### src/rtl/spi_master_driver.sv
// spi_master_driver: SPI master sending R/W+address, gap and data frames on a divided bus clock.
// Define SPI_MASTER_LOOPBACK_EN to add i_LOOPBACK, which feeds o_MOSI into the receive register.
module spi_master_driver #(
  parameter int ADDRESS_WIDTH = 8,
  parameter int DATA_WIDTH = 32,
  parameter int CLK_DIV = 2,
  parameter int GAP_CLKS = 8
) (
  input  logic i_CLK,
  input  logic i_RST,
  input  logic i_START,
  input  logic i_READ,
  input  logic [ADDRESS_WIDTH-2:0] i_ADDR,
  input  logic [DATA_WIDTH-1:0] i_DATA,
  output logic o_BUSY,
  output logic o_DONE,
  output logic [DATA_WIDTH-1:0] o_RDATA,
  output logic o_BCLK,
  output logic o_SS,
  output logic o_MOSI,
`ifdef SPI_MASTER_LOOPBACK_EN
  input  logic i_LOOPBACK,
`endif
  input  logic i_MISO
);
  localparam int HW = $clog2(CLK_DIV) + 1;
  localparam int BW = $clog2(DATA_WIDTH) + 1;
  localparam int GW = $clog2(GAP_CLKS) + 1;
  localparam logic [HW-1:0] H_LAST = HW'(CLK_DIV - 1);
  localparam logic [HW-1:0] H_ONE = HW'(1);
  localparam logic [BW-1:0] A_LAST = BW'(ADDRESS_WIDTH - 1);
  localparam logic [BW-1:0] D_LAST = BW'(DATA_WIDTH - 1);
  localparam logic [BW-1:0] B_ONE = BW'(1);
  localparam logic [GW-1:0] G_LAST = GW'(GAP_CLKS - 1);
  localparam logic [GW-1:0] G_ONE = GW'(1);
  typedef enum logic [2:0] {IDLE, SETUP, ADDR, GAP, DATA, HOLD, DONE} state_t;
  state_t state, state_n;
  logic [HW-1:0] hcnt, hcnt_n;
  logic [BW-1:0] bcnt, bcnt_n;
  logic [GW-1:0] gcnt, gcnt_n;
  logic [ADDRESS_WIDTH-1:0] asr, asr_n;
  logic [DATA_WIDTH-1:0] dsr, dsr_n, rx, rx_n, rdata_n;
  logic rd, rd_n, bclk_n, ss_n, mosi_n, busy_n, done_n, miso, half_end, bit_end;
`ifdef SPI_MASTER_LOOPBACK_EN
  assign miso = i_LOOPBACK ? o_MOSI : i_MISO;
`else
  assign miso = i_MISO;
`endif
  assign half_end = hcnt == H_LAST;
  // A bit ends on the last cycle of its high half; that is also the receive sample point.
  assign bit_end = half_end && o_BCLK;
  always_comb begin
    state_n = state;
    hcnt_n = half_end ? '0 : hcnt + H_ONE;
    bcnt_n = bcnt;
    gcnt_n = gcnt;
    asr_n = asr;
    dsr_n = dsr;
    rx_n = rx;
    rd_n = rd;
    rdata_n = o_RDATA;
    bclk_n = o_BCLK;
    ss_n = o_SS;
    mosi_n = o_MOSI;
    busy_n = o_BUSY;
    done_n = 1'b0;
    case (state)
      IDLE: begin
        hcnt_n = '0;
        if (i_START) begin
          state_n = SETUP;
          asr_n = {i_READ, i_ADDR};
          dsr_n = i_DATA;
          rd_n = i_READ;
          ss_n = 1'b0;
          busy_n = 1'b1;
          mosi_n = i_READ;
        end
      end
      SETUP: if (half_end) begin
        state_n = ADDR;
        bcnt_n = '0;
      end
      ADDR: begin
        if (half_end) bclk_n = ~o_BCLK;
        if (bit_end) begin
          if (bcnt == A_LAST) begin
            state_n = GAP;
            gcnt_n = '0;
          end else begin
            bcnt_n = bcnt + B_ONE;
            asr_n = asr << 1;
            mosi_n = asr[ADDRESS_WIDTH-2];
          end
        end
      end
      GAP: begin
        hcnt_n = '0;
        gcnt_n = gcnt + G_ONE;
        if (gcnt == G_LAST) begin
          state_n = DATA;
          bcnt_n = '0;
          mosi_n = dsr[DATA_WIDTH-1];
        end
      end
      DATA: begin
        if (half_end) bclk_n = ~o_BCLK;
        if (bit_end) begin
          rx_n = {rx[DATA_WIDTH-2:0], miso};
          if (bcnt == D_LAST) state_n = HOLD;
          else begin
            bcnt_n = bcnt + B_ONE;
            dsr_n = dsr << 1;
            mosi_n = dsr[DATA_WIDTH-2];
          end
        end
      end
      HOLD: if (half_end) begin
        state_n = DONE;
        ss_n = 1'b1;
        busy_n = 1'b0;
        done_n = 1'b1;
        mosi_n = 1'b0;
        rdata_n = rd ? rx : o_RDATA;
      end
      DONE: state_n = IDLE;
      default: state_n = IDLE;
    endcase
  end
  always_ff @(posedge i_CLK) begin
    if (i_RST) begin
      state <= IDLE;
      hcnt <= '0;
      bcnt <= '0;
      gcnt <= '0;
      asr <= '0;
      dsr <= '0;
      rx <= '0;
      rd <= 1'b0;
      o_RDATA <= '0;
      o_BCLK <= 1'b0;
      o_SS <= 1'b1;
      o_MOSI <= 1'b0;
      o_BUSY <= 1'b0;
      o_DONE <= 1'b0;
    end else begin
      state <= state_n;
      hcnt <= hcnt_n;
      bcnt <= bcnt_n;
      gcnt <= gcnt_n;
      asr <= asr_n;
      dsr <= dsr_n;
      rx <= rx_n;
      rd <= rd_n;
      o_RDATA <= rdata_n;
      o_BCLK <= bclk_n;
      o_SS <= ss_n;
      o_MOSI <= mosi_n;
      o_BUSY <= busy_n;
      o_DONE <= done_n;
    end
  end
endmodule
### config.mk
export PLATFORM = sky130hd
export DESIGN_NAME = spi_master_driver
export DESIGN_NICKNAME = d
export VERILOG_FILES = /design/src/rtl/spi_master_driver.sv
export SDC_FILE = /design/constraint.sdc
export NUM_CORES = 1
export LEC_CHECK = 0
export ABC_AREA = 1
export CORE_MARGIN = 5
export CORE_UTILIZATION = 42
export DETAILED_ROUTE_END_ITERATION = 10
export GPL_TIMING_DRIVEN = 0
export HOLD_SLACK_MARGIN = 0.1
export SLEW_MARGIN = 40
export SYNTH_ARGS = -nofsm -noshare
export SYNTH_HDL_FRONTEND = slang
export SYNTH_SLANG_ARGS = --single-unit
### constraint.sdc
create_clock -name i_CLK -period 1.95 [get_ports i_CLK]
set_input_delay 0.2925 -clock i_CLK [delete_from_list [all_inputs] [get_ports i_CLK]]
set_output_delay 0.2925 -clock i_CLK [all_outputs]
set_load 0.1 [all_outputs]
# After elaboration in Yosys (flattened, before gate mapping)
# Index checks and enable logic that the tools add are counted.
# totals
reg_bits,124
inputBits,44
output_inout_bits,37
word_cells,101
# classes
add_sub_neg,3
n_eq_ne,19
n_mux,41
bitwise,2
reduce_logical,22
# op_table
operator,count
$mux 32,3
$pmux 32 s2,1
$mux 6,6
$mux 3,8
$pmux 6 s4,1
$mux 7,3
$ne 2x2->1 const B,10
$pmux 3 s6,1
$reduce_and 8->1,2
$pmux 7 s2,1
$mux 1,11
$reduce_and 3->1,3
$mux 4,2
$pmux 4 s2,1
$reduce_and 4->1,2
$reduce_bool 2->1,4
$reduce_and 7->1,1
$add 6x1->6 const B,1
$eq 3x2->1 const B,2
$eq 3x3->1 const B,2
$eq 6x3->1 const B,1
$eq 6x5->1 const B,1
$reduce_and 2->1,3
$pmux 1 s5,1
other kinds (13),16

# Logic depth before layout (Yosys ltp)
# Gate-level depths: netlist of the first run.
# depth
word_depth,4
ltp_mapped,11
mapped_depth_nobuf,11

# Least setup slack after synthesis of the first run
# Ideal clock, no wire load.
# synth_path
path_type,register -> register
start,register o_BCLK
end,register bcnt[5]
setup_ns,0.064
arrival_time_ns,1.925
slack_ns,-0.039
stages_incl_launch_ff,9
n_path_buf,0
synth_period_minus_slack_ns,1.989
path_cell_list,dfxtp_1 nand2_1 nand3_1 nand2_2 nor2_4 nand3_2 inv_2 nor2_1 nor2_1
# synth_via
elab_chain_cells,3
word_cells_on_any_way,4
cone_classes,2 x eq/ne; 2 x reduce/logical
# synth_lines
element,line,text
start: declaration,18,"output logic o_BCLK,"
start signal: assignment,156,o_BCLK <= bclk_n;
$logic_and 1x1->1 (*),51,assign bit_end = half_end && o_BCLK;
$ne 2x2->1 (no source line),--,
$reduce_and 7->1 (no source line) (*),--,
end signal: assignment,149,bcnt <= bcnt_n;
end: declaration,39,"logic [BW-1:0] bcnt, bcnt_n;"
# Mark *: on every way between the ends. The rest lies on a longest branch, timed or not.
# A chain may end at the register's enable or synchronous reset.

# Worst setup path in the final report of the first run
# layout_path
start,register state[1]
end,register o_RDATA[9]
# layout_via
elab_chain_cells,2
# layout_lines
element,line,text
start: declaration,37,"state_t state, state_n;"
start signal: assignment,147,state <= state_n;
$eq 3x3->1,67,case (state)
$reduce_and 3->1 (no source line),--,
end signal: assignment,155,o_RDATA <= rdata_n;
end: declaration,17,"output logic [DATA_WIDTH-1:0] o_RDATA,"
# Every way passes these cells.

==> results.toml, run 1 <==
[placement]
dp_hpwl_um = 9790
globalplace.congestion = 0.867
portBuffers = 80

[floorplanning]
fp-row-count = 41
die_w_um = 123
core_area_um2 = 12500
die_area_um2 = 15100
io_pins = 81
initial_core_util_pct = 42.6
die_y_um = 123

[grt]
antenna_found_initial = 0
grt_pass1_vias = 4773
grt.total_usage_pct = 18.6
grt-ovfl-total = 0
grt_pass1_wl_um = 22200
grt_max_degree = 17

[sta]
fin_hold_ws_ps = 425
fin_skew_ps = 7.25
setup_viol = 0
fin_crit_sh_pct = 90.2
worstMarginPinSlew_ps = 607
relSlewSlack_pct = 59.5
fmax_mhz = 569
period_minus_slack_ps = 1760
rsz0062_at_grt = "false"
hold_violations = 0
tns_ps = 0
slew_violations = 0

[worst_setup_path]
rr_worst_depth = 9
reg2reg_to = "o_RDATA[9]$_SDFFE_PP0P_"
reg2reg_setup_slack_ps = 190
critPathRequiredTime_ps = 2250
cp_max_fo = 10
critPathKind = "flip-flop to flip-flop"
start_kind = "flip-flop"
crit_arrival_ps = 2060
end_kind = "flip-flop"
r2r_start = "state[1]$_SDFFE_PP0P_"

[routing]
wirelength_um = 13400
dr_total_vias = 5121
drc = 0
drtIter0Drc = 299
dr.pass1.iters = 5
post_drt_wl_per_cell_um = 12.7
routed_via_density = 4.86
ant_nets = 0

[yosys]
yosysMostFrequentCell = "nand2_1"
yosysSeqAreaShare_pct = 46.5
ys_types = 29
syn-cell-area_um2 = 5340
avgSynthCellArea_um2 = 6.94
synth_edf_count = 0
async_reset_ff_share_pct = 0
yosysTopAreaCell = "dfxtp_1"
ys_top_cells_by_count = "nand2_1, nor2_1, dfxtp_1, nand3_1, o21ai_0"
syn_inst = 769
synth_ff_type = "dfxtp_1"
synth_fp_nets = 816
synthTopCellsByArea = "dfxtp_1, nand2_1, nor2_1"
yosysTopAreaCellShare_pct = 46.5
synth-seq-cells = 124
yosysWarnings = 0

[worst_hold_path]
holdPathEnd = "hcnt[0]$_SDFF_PP0_"
holdPathStages = 1
min_from = "hcnt[0]$_SDFF_PP0_"
hold_path.class = "flip-flop to flip-flop"

[final_layout]
nFillCells = 1308
seq_area_um2 = 2480
area_growth_syn_to_layout_pct = 27.2
drive_gt1_share_pct = 13.2
multi_input_area_um2 = 2490
insertedDiodeCount = 0
fin_nets = 915

[cts]
htree_levels = 4
cts_tree = "yes"
path_clk_slew_ps = 50
cts_hold_buf = 0
cts_buffers = 17
root_buffer = "clkbuf_16"
post_cts_buffers = 0
cts_max_path_buffers = 2
clkLatencyLatePin_ps = 420
cts_resized = 0
cts.sinks = 124

[power_and_ir_drop]
power_density_nw_per_um2 = 1330
leakagePower_uw = 0.00295
peakVddDrop_mv = 0.728

[run_status]
outcome = "complete, no violations"

[run]
maxCapViolCount = 0
==> cells by family (layout without fill, tap and decap cells) <==
kind of cell	after synthesis	count (layout)	synth area share, %
AND/OR/NAND/NOR	429	429	33.1
buffers and inverters	79	191	6.80
adder cells (fa/ha/maj)	3	3	0.704
XOR/XNOR	2	2	0.328
flip-flops	124	124	46.5
AO/OA/AOI/OAI	132	132	12.6
==> through the flow <==
stage                     util, %  setup slack (ps)  total power (µW)  area [µm²]  cells
after floorplan                 -               311              5180        5340    769
after global placement       50.7              -202              5760        6350   1021
after detailed placement     49.3              -197              5810        6170   1021
after CTS                    54.2               183              9120        6790   1053
after global routing         54.2              24.6              9630        6790   1053
final                        54.2               192              9040        6790   1053
==> power by group <==
group | internal [µW] | switching, µW | leakage [µW]
clock | 2170 | 1110 | 0.000297
sequential | 2960 | 230 | 0.00101
combinational | 851 | 1720 | 0.00164
==> critical path: stages, from the launching register on <==
cell	delay, ps
dfxtp_1	300
buf_2	170
inv_1	100
nand2_1	80
nor2_2	180
nand3_2	140
buf_6	160
clkbuf_2	190
o21ai_0	250
nor2_1	70
==> cell type report <==
class	count	share of cell area, %
Sequential cell	124	36.6
Tap cell	172	3.17
Buffer	43	3.36
Inverter	36	1.99
Clock inverter	11	2.47
Multi-Input combinational cell	566	36.7
Clock buffer	21	6.64
Timing Repair Buffer	80	9.07
==> how the worst max path moves through the flow <==
stage	start	to	slack, ps	depth (start not counted)
global placement	i_RST	o_RDATA[9]$_SDFFE_PP0P_	-200	6
global route	bcnt[0]$_SDFFE_PP0P_	dsr[27]$_SDFFE_PP0P_	20	10
floorplan	o_BCLK$_SDFFE_PP0P_	bcnt[5]$_SDFFE_PP0P_	310	8
CTS	state[1]$_SDFFE_PP0P_	o_RDATA[9]$_SDFFE_PP0P_	180	9
finish	state[1]$_SDFFE_PP0P_	o_RDATA[9]$_SDFFE_PP0P_	190	9
detailed placement	i_RST	o_RDATA[9]$_SDFFE_PP0P_	-200	6
==> cells in the final DEF (no fill, tap or decap), types with 3 or more instances in the layout <==
cell type / n
a21oi_1: 49
nor2_1: 164
o211ai_1: 3
o21ai_1: 27
ha_1: 3
clkdlybuf4s50_1: 43
inv_2: 4
clkinv_2: 3
nand3_1: 57
nand2_1: 186
nand2_2: 7
inv_1: 31
bufinv_16: 4
nor2_2: 5
dfxtp_1: 123
buf_2: 50
buf_4: 11
clkbuf_1: 19
clkbuf_16: 17
o21ai_0: 52
==> metal layers <==
| layer | routed length [µm] | vias to the layer above | GRT usage [%] | share of wire, % |
|---|---|---|---|---|
| met3 | 711 | 24 | 5.85 | 5.3 |
| met1 | 6450 | 2317 | 24.5 | 48 |
| met2 | 5980 | 118 | 28.3 | 45 |
| met5 | 0 | - | 0 | 0 |
| met4 | 223 | 0 | 7.07 | 1.7 |
| li1 | - | 2662 | - | - |
==> registers in the layout, indices dropped and copies added, names as in the netlist, 2 cells and up <==
name     count
dsr         32
o_RDATA     32
rx          32
asr          7
bcnt         6
gcnt         4
state        3
hcnt         2
Note: power is estimated with default switching activity, not from simulation.
==> run 2, diff against run 1 <==
--- a/config.mk
+++ b/config.mk
@@ -7,10 +7,11 @@
 export LEC_CHECK = 0
 export ABC_AREA = 1
 export CORE_MARGIN = 5
-export CORE_UTILIZATION = 42
+export CORE_UTILIZATION = 54
 export DETAILED_ROUTE_END_ITERATION = 10
 export GPL_TIMING_DRIVEN = 0
 export HOLD_SLACK_MARGIN = 0.1
+export PLACE_DENSITY = 0.8
 export SLEW_MARGIN = 40
 export SYNTH_ARGS = -nofsm -noshare
 export SYNTH_HDL_FRONTEND = slang
==> run 2 against run 1 <==
Effect of this change:
- combinational power barely moved
- global-route usage is 4.4 points higher
- sequential power about the same
- clock power barely moved
- critical path type unchanged
- critical endpoint is now bcnt[5]$_SDFFE_PP0P_
- count of clock-buffer cells in the layout stayed put
- wire length is 0.64% lower
- clock skew about the same
- largest power group unchanged
- worst hold slack got worse by 61 ps
- cell count down 3.7%
- flip-flop and latch count unchanged
- via count is 4.0% higher
- critical path depth is the same
==> results.toml, run 2 (same netlist as run 1, synthesis figures left out) <==
[routing]
ant_nets = 0
drtIter0Drc = 375
post_drt_wl_per_cell_um = 13.1
dr_total_vias = 5326
drc = 0
dr.pass1.iters = 5
routed_via_density = 5.25
wirelength_um = 13300

[worst_setup_path]
start_kind = "flip-flop"
critPathMaxStageDelay_ps = 340
worstPathCellList = "ha_1 > nand2_1 > nand3_1 > nand2_2 > nor2_4 > nand3_2 > inv_2 > nor2_1 > nor2_1"
crit_arrival_ps = 2270
end_kind = "flip-flop"
path_common_cell = "nor2_1"
cp_max_fo = 7
critPathKind = "flip-flop to flip-flop"
critPathRequiredTime_ps = 2410
cpMaxStageDelayCell = "dfxtp_1"

[final_layout]
final_cell_mix = "nand2_1, nor2_1, dfxtp_1, nand3_1, o21ai_0"
insertedDiodeCount = 0
final_common_cell = "nand2_1"
fin_area_um2 = 6750
drive_gt1_share_pct = 13.6
area_growth_syn_to_layout_pct = 26.5
finalNonFillerCells = 1014
largestRegisters = "dsr x32, o_RDATA x32, rx x32"
nFillCells = 808
fin_nets = 915

[grt]
grt_pass1_vias = 4885
grt-ovfl-total = 0
grt.total_usage_pct = 23.0
grt_max_degree = 17
grt_pass1_wl_um = 21800
antenna_found_initial = 0

[cts]
cts_tree = "yes"
cts.sinks = 124
cts_buffers = 17
root_buffer = "clkbuf_8"
cts_resized = 0
cts_hold_buf = 0
post_cts_buffers = 0
cts_max_path_buffers = 2
htree_levels = 4
path_clk_slew_ps = 60
clkLatencyLatePin_ps = 530

[worst_hold_path]
hold_path.class = "input port to flip-flop"

[run]
maxCapViolCount = 0

[power_and_ir_drop]
clock_power_share_pct = 36.0
combPwrFrac_pct = 28.7
swShare_pct = 34.5
power_density_nw_per_um2 = 1340
pwr-share-seq_pct = 35.3
peakVddDrop_mv = 0.641
p_int_uw = 5910
finalPower_uw = 9040
power.net_switching_uw = 3120
leakagePower_uw = 0.00296

[sta]
relSlewSlack_pct = 61.4
hold_violations = 0
fin_hold_ws_ps = 365
fmax_mhz = 552
fin_skew_ps = 6.93
setup_viol = 0
slew_violations = 0
fin_crit_sh_pct = 92.9
period_minus_slack_ps = 1810
rsz0062_at_grt = "false"
worstMarginPinSlew_ps = 579

[placement]
globalplace.congestion = 0.927
dpl_cell_area_um2 = 6120
dp_hpwl_um = 9260
portBuffers = 80
place_inst = 982

[floorplanning]
io_pins = 81
initial_core_util_pct = 55.1
fp-row-count = 36
die_w_um = 109
die_y_um = 109
core_area_um2 = 9680
die_area_um2 = 12000

[run_status]
outcome = "complete, no violations"
## run 2: cell type report
type / instances / area (µm²) / share of cell area (%)
Clock inverter: 11 / 155 / 2.30
Clock buffer: 21 / 469 / 6.95
Multi-Input combinational cell: 566 / 2490 / 36.9
Buffer: 43 / 230 / 3.41
Tap cell: 133 / 166 / 2.47
Sequential cell: 124 / 2480 / 36.8
Inverter: 36 / 135 / 2.00
Timing Repair Buffer: 80 / 616 / 9.12
## run 2: stage by stage
step                      worst slack, ps  utilization (%)  TNS [ps]
after floorplan                       311                -         0
after global placement               -168             65.1     -3380
after detailed placement             -211             63.2     -3960
after CTS                             139             69.6         0
after global routing                 24.8             69.7         0
final                                 138             69.7         0
## run 2: final timing paths
check | startpoint | end | slack [ps] | cells after the start
hold reg to reg | hcnt[0]$_SDFF_PP0_ | hcnt[0]$_SDFF_PP0_ | 430 | 1
setup / recovery | hcnt[0]$_SDFF_PP0_ | bcnt[5]$_SDFFE_PP0P_ | 140 | 9
hold / removal | i_ADDR[0] | asr[0]$_SDFFE_PP0P_ | 360 | 3
setup reg to reg | hcnt[0]$_SDFF_PP0_ | bcnt[5]$_SDFFE_PP0P_ | 140 | 9
## run 2: per-layer routing
| metal | global-route usage, % | up-vias | wire [µm] |
|---|---|---|---|
| li1 | - | 2665 | - |
| met1 | 28.0 | 2431 | 5730 |
| met2 | 38.4 | 191 | 6320 |
| met3 | 5.40 | 39 | 911 |
| met4 | 10.6 | 0 | 321 |
| met5 | 0 | - | 0 |
## run 2: power groups by stage
stage | registers, µW | logic, µW | clock network (µW)
after global routing | 3230 | 2910 | 3410
after detailed placement | 3230 | 2550 | 0
final | 3190 | 2590 | 3260
after floorplan | 3370 | 1820 | 0
after global placement | 3210 | 2490 | 0
after CTS | 3190 | 2570 | 3280
## run 2: critical path, delay by kind of cell, from the launching register on
kind / cells / cell delay (ps)
adders and majority gates: 1 / 250
buffers and inverters: 1 / 110
DFF: 1 / 340
and+or+nand+nor: 7 / 1050
==> run 3, diff against run 2 <==
--- a/config.mk
+++ b/config.mk
@@ -7,12 +7,13 @@
 export LEC_CHECK = 0
 export ABC_AREA = 1
 export CORE_MARGIN = 5
-export CORE_UTILIZATION = 54
+export CORE_UTILIZATION = 49
 export DETAILED_ROUTE_END_ITERATION = 10
 export GPL_TIMING_DRIVEN = 0
 export HOLD_SLACK_MARGIN = 0.1
-export PLACE_DENSITY = 0.8
+export PLACE_DENSITY = 0.76
 export SLEW_MARGIN = 40
 export SYNTH_ARGS = -nofsm -noshare
 export SYNTH_HDL_FRONTEND = slang
 export SYNTH_SLANG_ARGS = --single-unit
+export TNS_END_PERCENT = 50
==> constraint.sdc (replaced) <==
create_clock -name i_CLK -period 1.6 [get_ports i_CLK]
set_input_delay 0.24 -clock i_CLK [delete_from_list [all_inputs] [get_ports i_CLK]]
set_output_delay 0.24 -clock i_CLK [all_outputs]
set_load 0.1 [all_outputs]
==> run 3 against run 2 <==
Effect of this change:
- non-clock buffer count increased by 15
- register-to-register slack got worse by 110 ps
- wire length increased by 6.0%
- clock skew about the same
- global-route usage decreased by 1.9 points
- setup slack got worse by 110 ps
- clock power increased by 17%
- cell count increased by 2.1%
- critical endpoint is now bcnt[1]$_SDFFE_PP0P_
==> results.toml, run 3 (same netlist as run 1, synthesis figures left out) <==
[floorplanning]
die_y_um = 114
die_w_um = 114
io_pins = 81
initial_core_util_pct = 49.7
fp-row-count = 38
core_area_um2 = 10700
die_area_um2 = 13100

[worst_hold_path]
min_from = "i_ADDR[0]"
hold_path.class = "input port to flip-flop"

[routing]
dr.pass1.iters = 5
wirelength_um = 14100
post_drt_wl_per_cell_um = 13.6
drtIter0Drc = 322
drc = 0
dr_total_vias = 5325
routed_via_density = 5.14
ant_nets = 0

[worst_setup_path]
setup.worst_path.start = "gcnt[1]$_SDFFE_PP0P_"
reg2reg_to = "bcnt[1]$_SDFFE_PP0P_"
reg2reg_setup_slack_ps = 30
r2r_start = "gcnt[1]$_SDFFE_PP0P_"
crit_arrival_ps = 1980
critPathKind = "flip-flop to flip-flop"
critPathCapture = "bcnt[1]$_SDFFE_PP0P_"
critPathRequiredTime_ps = 2010
start_kind = "flip-flop"
rr_worst_depth = 9
cp_max_fo = 6
end_kind = "flip-flop"

[grt]
grt_pass1_vias = 4922
antenna_found_initial = 0
grt-ovfl-total = 0
grt.total_usage_pct = 21.1
grt_max_degree = 17
grt_pass1_wl_um = 22300

[final_layout]
fin_nets = 930
final_cell_mix = "nand2_1, nor2_1, dfxtp_1, nand3_1, a21oi_1"
largestRegisters = "dsr x32, o_RDATA x32, rx x32"
drive_gt1_share_pct = 19.4
fin_area_um2 = 7070
final_common_cell = "nand2_1"
insertedDiodeCount = 0
area_growth_syn_to_layout_pct = 32.5

[power_and_ir_drop]
power_density_nw_per_um2 = 1640
leakagePower_uw = 0.00308
peakVddDrop_mv = 0.869

[sta]
fin_hold_ws_ps = 314
fmax_mhz = 637
fin_skew_ps = 7.38
hold_violations = 0
tns_ps = 0
setup_viol = 0
worstMarginPinSlew_ps = 529
rsz0062_at_grt = "true"
period_minus_slack_ps = 1570
slew_violations = 0
relSlewSlack_pct = 64.7
fin_crit_sh_pct = 98.1

[run_status]
outcome = "complete, no violations"

[cts]
cts.sinks = 124
path_clk_slew_ps = 60
clkLatencyLatePin_ps = 520
cts_buffers = 17
root_buffer = "clkbuf_8"
cts_max_path_buffers = 2
cts_tree = "yes"
htree_levels = 4

[placement]
portBuffers = 80
dp_hpwl_um = 9430
dpl_cell_area_um2 = 6130
globalplace.congestion = 0.850

[run]
maxCapViolCount = 0
run 3: cell count changes in the layout (fill, tap and decap cells not counted), sizes merged:
cell / previous run / this run
clkbuf: 39 / 42
clkinvlp: 1 / 2
buf: 62 / 77
clkinv: 5 / 3
inv: 38 / 35
run 3: layer usage:
metal	wire length (µm)	up-vias	global-route usage (%)
li1	-	2694	-
met1	6260	2446	27.1
met2	6740	161	34.1
met3	798	24	5.55
met4	279	0	8.00
met5	0	-	0
run 3: worst min-delay path by stage:
stage               slack [ps]  depth (start not counted)                  end
global route               310                          3  asr[0]$_SDFFE_PP0P_
global placement           410                          1   hcnt[0]$_SDFF_PP0_
CTS                        290                          3  asr[0]$_SDFFE_PP0P_
detailed placement         420                          1   hcnt[0]$_SDFF_PP0_
floorplan                  390                          2  asr[0]$_SDFFE_PP0P_
finish                     310                          3  asr[0]$_SDFFE_PP0P_
run 3: final cells by class:
type | count | area, µm²
Inverter | 36 | 149
Clock inverter | 7 | 113
Multi-Input combinational cell | 566 | 2630
Buffer | 40 | 246
Sequential cell | 124 | 2500
Timing Repair Buffer | 98 | 771
Fill cell | 933 | 3680
Tap cell | 140 | 175
Clock buffer | 24 | 480
run 3: what timing repair did:
action | 4_1_cts | 5_1_grt
resized for setup | 32 | 55
setup buffers | 6 | 12
endpoints found under the setup margin | 97 | 120
hold buffers | 0 | 0
pin swaps | 7 | 10
run 3: worst max-delay path, stage by stage, from the launching register on:
cell and delay, ps:
dfxtp_1 380, ha_1 210, nand3_1 90, nand2_1 140, nand2_2 120, nor2_4 190
buf_12 130, nand3_1 70, nand2_1 80, nor2_1 50
run 3: stage by stage:
step	instances	power, µW	util [%]	worst slack [ps]
after floorplan	769	6320	-	128
after global placement	989	6980	58.8	-512
after detailed placement	989	7030	57.0	-520
after CTS	1025	11100	63.7	2.32
after global routing	1035	12200	65.8	-48.6
final	1035	11600	65.8	30.0
run 3: power breakdown:
group | internal, µW | total, µW | switching, µW
Clock | 2520 | 3830 | 1310
Combinational | 1460 | 3810 | 2350
Sequential | 3620 | 3960 | 331
Total | 7610 | 11600 | 3990
